### config.mk
export PLATFORM = sky130hd
export DESIGN_NAME = npu_cube_csa_acc
export DESIGN_NICKNAME = d
export VERILOG_FILES = /design/src/rtl/npu_cube_pkg.sv /design/src/rtl/npu_cube_csa_row.sv /design/src/rtl/npu_cube_csa_acc.sv
export SDC_FILE = /design/constraint.sdc
export NUM_CORES = 1
export LEC_CHECK = 0
export ABC_CLOCK_PERIOD_IN_PS = 5800
export CAP_MARGIN = 5
export CORE_ASPECT_RATIO = 0.8
export CORE_MARGIN = 2
export CORE_UTILIZATION = 40
export CTS_CLUSTER_SIZE = 30
export DETAILED_ROUTE_END_ITERATION = 12
export DONT_BUFFER_PORTS = 1
export GPL_TIMING_DRIVEN = 1
export RECOVER_POWER = 50
export SLEW_MARGIN = 0
export SYNTH_ARGS = -nofsm -noshare
export SYNTH_HDL_FRONTEND = slang
export SYNTH_HIERARCHICAL = 1
export SYNTH_SLANG_ARGS = --single-unit
### constraint.sdc
create_clock -name clk -period 5.8 [get_ports clk]
set_clock_uncertainty 0.2 [all_clocks]
set_input_delay 1.16 -clock clk [delete_from_list [all_inputs] [get_ports clk]]
set_output_delay 1.16 -clock clk [all_outputs]
set_load 0.01 [all_outputs]
### src/rtl/npu_cube_pkg.sv
// Shared types, default widths and operand slicing for the NPU cube CSA accumulator.
package npu_cube_pkg;

    typedef enum logic [1:0] {
        ACC,
        RESOLVE,
        HOLD
    } state_t;

    localparam int DEF_WIDTH  = 8;
    localparam int DEF_NUM_IN = 4;
    localparam int DEF_ACC_W  = 24;
    localparam int DEF_CNT_W  = 8;

    localparam int BUS_MAX = 1024;
    localparam int OP_MAX  = 64;

    // Operand k of a packed bus, zero-extended to OP_MAX bits.
    function automatic logic [OP_MAX-1:0] op_slice(
        input logic [BUS_MAX-1:0] bus,
        input int                 k,
        input int                 w
    );
        logic [BUS_MAX-1:0] sh;
        logic [OP_MAX-1:0]  mask;
        sh   = bus >> (k * w);
        mask = (OP_MAX'(1) << w) - OP_MAX'(1);
        return OP_MAX'(sh) & mask;
    endfunction

endpackage

### src/rtl/npu_cube_csa_row.sv
// One row of per-bit 3:2 full adders; carry is returned unshifted.
module npu_cube_csa_row #(
    parameter int WIDTH = 8
) (
    input  logic [WIDTH-1:0] a,
    input  logic [WIDTH-1:0] b,
    input  logic [WIDTH-1:0] cin,
    output logic [WIDTH-1:0] sum,
    output logic [WIDTH-1:0] carry
);

    assign sum   = a ^ b ^ cin;
    assign carry = (a & b) | (a & cin) | (b & cin);

endmodule

### src/rtl/npu_cube_csa_acc.sv
// Carry-save accumulator: NUM_IN operands per beat, resolved by one CPA per group.
// Optional beat counter and out_cnt port enabled by NPU_CUBE_CSA_ACC_CNT_EN.
module npu_cube_csa_acc
    import npu_cube_pkg::*;
#(
    parameter int WIDTH  = DEF_WIDTH,
    parameter int NUM_IN = DEF_NUM_IN,
    parameter int ACC_W  = DEF_ACC_W,
    parameter int CNT_W  = DEF_CNT_W
) (
    input  logic                    clk,
    input  logic                    rst_n,
    input  logic                    in_valid,
    output logic                    in_ready,
    input  logic [NUM_IN*WIDTH-1:0] in_data,
    input  logic                    in_last,
    output logic                    out_valid,
    input  logic                    out_ready,
    output logic [ACC_W-1:0]        out_sum
`ifdef NPU_CUBE_CSA_ACC_CNT_EN
    ,
    output logic [CNT_W-1:0]        out_cnt
`endif
);

    state_t           state;
    state_t           state_nxt;
    logic [ACC_W-1:0] acc_s;
    logic [ACC_W-1:0] acc_c;
    logic [ACC_W-1:0] tree_s;
    logic [ACC_W-1:0] tree_c;
    logic             accept;

    // Row k folds operand k into the running (sum, carry) pair.
    for (genvar k = 0; k < NUM_IN; k++) begin : g_row
        logic [ACC_W-1:0] a;
        logic [ACC_W-1:0] b;
        logic [ACC_W-1:0] op;
        logic [ACC_W-1:0] s;
        logic [ACC_W-1:0] cy;
        logic [ACC_W-1:0] c;

        if (k == 0) begin : g_first
            assign a = acc_s;
            assign b = acc_c;
        end else begin : g_next
            assign a = g_row[k-1].s;
            assign b = g_row[k-1].c;
        end

        assign op = ACC_W'(op_slice(BUS_MAX'(in_data), k, WIDTH));

        npu_cube_csa_row #(
            .WIDTH (ACC_W)
        ) u_row (
            .a     (a),
            .b     (b),
            .cin   (op),
            .sum   (s),
            .carry (cy)
        );

        assign c = cy << 1;
    end

    assign tree_s = g_row[NUM_IN-1].s;
    assign tree_c = g_row[NUM_IN-1].c;
    assign accept = in_valid & in_ready;

    always_comb begin
        state_nxt = state;
        in_ready  = 1'b0;
        unique case (state)
            ACC: begin
                in_ready = 1'b1;
                if (in_valid && in_last) begin
                    state_nxt = RESOLVE;
                end
            end
            RESOLVE: state_nxt = HOLD;
            HOLD: begin
                if (out_ready) begin
                    state_nxt = ACC;
                end
            end
            default: state_nxt = ACC;
        endcase
    end

    always_ff @(posedge clk) begin
        if (!rst_n) begin
            state     <= ACC;
            acc_s     <= '0;
            acc_c     <= '0;
            out_valid <= 1'b0;
            out_sum   <= '0;
        end else begin
            state <= state_nxt;
            if (accept) begin
                acc_s <= tree_s;
                acc_c <= tree_c;
            end
            if (state == RESOLVE) begin
                out_sum   <= acc_s + acc_c;
                acc_s     <= '0;
                acc_c     <= '0;
                out_valid <= 1'b1;
            end
            if (state == HOLD && out_ready) begin
                out_valid <= 1'b0;
            end
        end
    end

`ifdef NPU_CUBE_CSA_ACC_CNT_EN
    logic [CNT_W-1:0] cnt;

    always_ff @(posedge clk) begin
        if (!rst_n) begin
            cnt     <= '0;
            out_cnt <= '0;
        end else if (state == RESOLVE) begin
            out_cnt <= cnt;
            cnt     <= '0;
        end else if (accept && cnt != '1) begin
            cnt <= cnt + 1'b1;
        end
    end
`else
    logic [31:0] unused_cnt_w;
    assign unused_cnt_w = 32'(CNT_W);
`endif

endmodule

==> flow_summary.yaml, run 1 <==
run_status:
  status: "finished, violations left"
  failed_checks: "capacitance limit, slew limit"
die:
  fp-row-count: 39
  die_x_um: 137.5
  die_h_um: 110.8
  core-area_um2: 14100
  initial_core_util: 0.4046
  num_io_pins: 63
  dieArea_um2: 15240
clocking:
  insertion_delay_ns: 0.34
  cts_max_level: 3
  cts_hold_buf: 0
  clockBufferDepth: 2
  clk_pin_slew_worst_paths_ns: 0.05
  clock-sinks: 74
  cts_inserted_buffers: 9
  post_cts_resized: 0
  cts_tree: "built"
  clock-root-buffer: "clkbuf_16"
  cts_setup_buffers: 0
placement:
  portBuffers: 0
  dp_hpwl_mm: 9.839
  gp_congestion: 0.8737
final_layout:
  fillCellCount: 1363
  layout-drive-gt1-share: 0.04114
  syn2layout_area_growth_pct: 11.23
  multi_input_area_um2: 4339
  nets: 785
  seq_area_um2: 1481
  num_antenna_cells: 0
  final_util: 0.4500
timing:
  rsz0062_at_grt: "no"
  fin_crit_sh: 0.5838
  worstMarginPinSlew_ns: 2.198
  finalHoldViolCount: 0
  drv_slew: 49
  setup_tns_ns: 0
  setup_viol: 0
  relSlewSlack: -0.4651
  min_period_ns: 3.386
  fmax_mhz: 295.3
synthesis:
  yosysWarningCount: 6
  synth_seq_cells: 74
  syn_inst: 570
  synth.area.top_cells: "fa_1 34%, dfxtp_1 26%, nand2_1 8.4%"
  synth.top_cell.area_share: 0.3404
  synth_cell_types: 58
  synth_ff_type: "dfxtp_1"
  synth_area_leader_cell: "fa_1"
  synth_edf_count: 0
  ys_seq_area_frac: 0.2596
  synth_area_um2: 5705
  postSynthAreaPerCell_um2: 10.01
  async_flop_share: 0
routing:
  wl_per_cell_um: 15.31
  vias_per_cell: 5.163
  ant_nets: 0
  drc: 0
  drt_iter0_markers: 193
  vias: 4213
  wl_mm: 12.50
  drtPass1Iterations: 4
global_routing:
  grt-ovfl-total: 0
  grt.total_usage: 0.1857
  grt_pass1_wl_mm: 22.15
  antenna_found_initial: 0
  first_global_vias: 4411
  grt_max_degree: 49
worst_setup_path:
  startpoint: "in_data[5]"
  required_ns: 5.87
  reg2reg_depth: 5
  reg2reg_slack_ns: 2.58
  r2r-start: "state[0]$_SDFFE_PN0P_"
  cp-end-kind: "flop"
  arrival_ns: 3.46
  r2r_end: "acc_c[16]$_SDFFE_PP0P_"
  crit_fanout: 1
  worst_setup_path_start_kind: "input port"
  critical_path_class: "input port to flop"
pwr:
  switching_power_w: 0.001303
  p_int_w: 0.001765
  clockPowerShare: 0.164
  power_frac_seq: 0.249
  power_density_nw_per_um2: 483.4
  pwr-share-comb: 0.587
  power_leakage_nw: 2.595
  ir_worst_vdd_uv: 234.5
  sw_frac_of_total: 0.4246
min_path:
  whs_endpoint: "acc_c[14]$_SDFFE_PP0P_"
  min_path_type: "flop to flop"
  hp-start: "acc_c[14]$_SDFFE_PP0P_"
  min_path_cells: 2
run:
  cap_violations: 1
-- through the flow --
stage,cell area (µm²),hold WS [ns],total power (W),instances,setup WS (ns)
6_report,6346,0.2947,0.003068,816,2.414
3_3_place_gp,6096,0.2916,0.002518,802,2.145
3_5_place_dp,6096,0.2947,0.002627,802,2.113
2_1_floorplan,5957,0.2736,0.002221,637,2.201
5_1_grt,6346,0.3284,0.003530,816,2.173
4_1_cts,6350,0.3019,0.003146,816,2.461
-- Yosys cell counts, drive strengths merged (3+ instances only) --
library cell and number:
buf 5, a21oi 64, or3 7, and2 9, nand2b 3, xor2 4, fa 97, inv 6
nand2 128, ha 22, a211oi 3, a32o 7, o211ai 3, dfxtp 74, nor3 5, a21o 8
nand3 11, a21boi 11, nand3b 4, nor2b 3, nor2 15, o21a 7, o21bai 3, o21ai 22
clkbuf 16, a21bo 3
-- state kept, by name, indices dropped and copies added (netlist names) --
register / flops
acc_c: 23
acc_s: 24
out_sum: 24
out_valid: 1
state: 2
-- worst max-delay path by stage --
stage | to | slack (ns) | cells past startpoint
floorplan | acc_s[2]$_SDFFE_PP0P_ | 2.20 | 6
global placement | acc_s[0]$_SDFFE_PP0P_ | 2.14 | 6
detailed placement | acc_s[5]$_SDFFE_PP0P_ | 2.11 | 6
CTS | acc_s[5]$_SDFFE_PP0P_ | 2.46 | 6
global route | acc_c[16]$_SDFFE_PP0P_ | 2.17 | 4
finish | acc_s[5]$_SDFFE_PP0P_ | 2.41 | 6
-- cell type report --
cell class              count  share of cell area
flip-flops and latches     74              0.2334
inverters                   6            0.003549
multi-input cells         535              0.6838
well taps                 184             0.03628
repair buffers              3            0.002957
clock buffers              14             0.04002
-- cells by family after synthesis --
group / synth area share
AO/OA/AOI/OAI: 0.1708
XOR/XNOR: 0.007675
adder cells (fa/ha/maj): 0.3886
buffers and inverters: 0.02390
flip-flops: 0.2596
other: 0.0006573
AND/OR/NAND/NOR: 0.1487
-- per-layer routing --
layer  vias to the layer above  track usage  share of wire
li1                       2012            -              -
met1                      2096       0.2597           0.46
met2                        91       0.2799           0.46
met3                        14      0.04252          0.064
met4                         0      0.07079          0.020
met5                         -            0              0
-- cell usage in the layout, fill, tap and decap left out, drive strengths merged, types with 4 or more instances in the layout --
| cell type | count |
|---|---|
| o21ai | 22 |
| fa | 97 |
| a21boi | 11 |
| o21a | 7 |
| dfxtp | 74 |
| nand2 | 128 |
| conb | 68 |
| nand3 | 11 |
| a21oi | 64 |
| nand3b | 4 |
| nor2 | 15 |
| xor2 | 4 |
| nor3 | 5 |
| ha | 22 |
| clkbuf | 15 |
| a21o | 8 |
| inv | 6 |
| or3 | 7 |
| and2 | 9 |
| a32o | 7 |
-- worst max-delay path, cell delays in order --
cell     delay, ns
fa_1          0.46
fa_1          0.53
fa_1          0.52
fa_1          0.54
nand2_1       0.05
a21oi_1       0.20
-- power by group through the flow --
stage | clock (W) | sequential (W) | combinational, W
2_1_floorplan | 0 | 0.000739 | 0.00148
3_3_place_gp | 0 | 0.000776 | 0.00174
3_5_place_dp | 0 | 0.000780 | 0.00185
4_1_cts | 0.000517 | 0.000769 | 0.00186
5_1_grt | 0.000542 | 0.000790 | 0.00220
6_report | 0.000503 | 0.000764 | 0.00180
Note: power is estimated with default switching activity, not from simulation.
==> inputs of run 2 (changes only) <==
--- a/config.mk
+++ b/config.mk
@@ -5,7 +5,7 @@
 export SDC_FILE = /design/constraint.sdc
 export NUM_CORES = 1
 export LEC_CHECK = 0
-export ABC_CLOCK_PERIOD_IN_PS = 5800
+export ABC_CLOCK_PERIOD_IN_PS = 3300
 export CAP_MARGIN = 5
 export CORE_ASPECT_RATIO = 0.8
 export CORE_MARGIN = 2
==> constraint.sdc (replaced) <==
create_clock -name clk -period 3.3 [get_ports clk]
set_clock_uncertainty 0.2 [all_clocks]
set_input_delay 0.66 -clock clk [delete_from_list [all_inputs] [get_ports clk]]
set_output_delay 0.66 -clock clk [all_outputs]
set_load 0.01 [all_outputs]
==> flow_summary.yaml, run 2 (synthesis gave the netlist of run 1 again) <==
pwr:
  p_int_w: 0.003155
  switching_power_w: 0.002312
  power_frac_seq: 0.247
  pwr-share-comb: 0.583
  p_total_w: 0.005467
  sw_frac_of_total: 0.4230
  power_density_nw_per_um2: 855.9
  ir_worst_vdd_uv: 340.5
  power_leakage_nw: 2.624
  clockPowerShare: 0.171
die:
  core-area_um2: 14100
  dieArea_um2: 15240
  initial_core_util: 0.4046
  die_h_um: 110.8
  die_x_um: 137.5
  fp-row-count: 39
  num_io_pins: 63
timing:
  fin_ws_ns: 0.3222
  timing.hold.ws_ns: 0.2385
  drv_slew: 0
  setup_viol: 0
  worstMarginPinSlew_ns: 1.055
  fmax_mhz: 335.8
  relSlewSlack: 0.2967
  rsz0062_at_grt: "no"
  min_period_ns: 2.978
  finalHoldViolCount: 0
  fin_crit_sh: 0.9024
  setup_tns_ns: 0
clocking:
  cts_setup_buffers: 0
  cts_inserted_buffers: 9
  clock-sinks: 74
  cts_tree: "built"
  post_cts_resized: 0
  clock-root-buffer: "clkbuf_16"
  insertion_delay_ns: 0.34
  clockBufferDepth: 2
  clk_pin_slew_worst_paths_ns: 0.06
  cts_max_level: 3
  cts_hold_buf: 0
worst_setup_path:
  path_buf_inv: 0
  worst_setup_path_start_kind: "flop"
  cp_common_cell: "fa_1"
  slowest_stage: "fa_1"
  required_ns: 3.37
  path_cells: "fa_1 -> fa_1 -> fa_1 -> fa_1 -> nand2_1 -> a21oi_1"
  crit_fanout: 3
  critical_path_class: "flop to flop"
  max_stage_delay_ns: 0.56
  cp-end-kind: "flop"
  cp_top_family: "adder cells"
  arrival_ns: 3.05
run_status:
  status: "completed"
routing:
  drt_iter0_markers: 225
  vias_per_cell: 5.172
  drtPass1Iterations: 5
  drc: 0
  wl_mm: 12.86
  ant_nets: 0
  wl_per_cell_um: 15.68
  vias: 4241
global_routing:
  grt-ovfl-total: 0
  first_global_vias: 4520
  antenna_found_initial: 0
  grt_use_met1: 0.2621
  grt_max_degree: 49
  use_met2: 0.2876
  grt_pass1_wl_mm: 22.52
  grt.total_usage: 0.1903
  grt.busiest_layer: "met2"
  grtUsageMet3: 0.05258
placement:
  gp_congestion: 0.8480
  portBuffers: 0
  place_ws_ns: 0.09313
  dp_hpwl_mm: 10.03
final_layout:
  final_common_cell: "nand2_1"
  nets: 787
  reg_top3: "acc_s x24, out_sum x24, acc_c x23"
  syn2layout_area_growth_pct: 11.95
  layout_common_cells: "128 x nand2_1, 97 x fa_1, 74 x dfxtp_1"
  final_util: 0.4529
  num_antenna_cells: 0
  layout-drive-gt1-share: 0.04874
min_path:
  min_path_type: "input port to flop"
run:
  cap_violations: 0
==> run 2: cell count changes in the layout (fill, tap and decap cells not counted), sizes merged <==
cell / delta
clkinv: +2
buf: +1
clkbuf: +1
==> run 2: metal layers <==
layer / wire [µm] / share of wire / up-vias
met1: 5667 / 0.44 / 2090
met2: 5894 / 0.46 / 124
li1: - / - / 2008
met5: 0 / 0 / -
met4: 250 / 0.019 / 0
met3: 1046 / 0.081 / 19
==> run 2: final timing paths <==
| kind | start | end | slack, ns | depth (start not counted) |
|---|---|---|---|---|
| setup / recovery | acc_s[15]$_SDFFE_PP0P_ | acc_s[15]$_SDFFE_PP0P_ | 0.32 | 6 |
| hold / removal | rst_n | out_sum[15]$_SDFFE_PN0P_ | 0.24 | 1 |
| setup reg to reg | acc_s[15]$_SDFFE_PP0P_ | acc_s[15]$_SDFFE_PP0P_ | 0.32 | 6 |
| hold reg to reg | acc_c[22]$_SDFFE_PP0P_ | acc_c[22]$_SDFFE_PP0P_ | 0.30 | 2 |
==> run 2: cell type report <==
cell class / count / area (µm²)
fillers: 1352 / 7715
multi-input cells: 535 / 4338
flip-flops and latches: 74 / 1481
clock buffers: 14 / 274.0
well taps: 184 / 230.2
repair buffers: 5 / 31.28
inverters: 6 / 22.52
clock inverters: 2 / 10.01
==> run 2: stage by stage <==
step	instances	cell area (µm²)
2_1_floorplan	637	5957
3_3_place_gp	804	6111
3_5_place_dp	804	6111
4_1_cts	820	6395
5_1_grt	820	6387
6_report	820	6387
==> run 2: power groups by stage <==
stage	clock, W	sequential, W	combinational (W)
final	0.000933	0.00135	0.00319
after global routing	0.00101	0.00139	0.00387
after CTS	0.000961	0.00136	0.00328
after detailed placement	0	0.00137	0.00325
after global placement	0	0.00136	0.00307
after floorplan	0	0.00130	0.00261
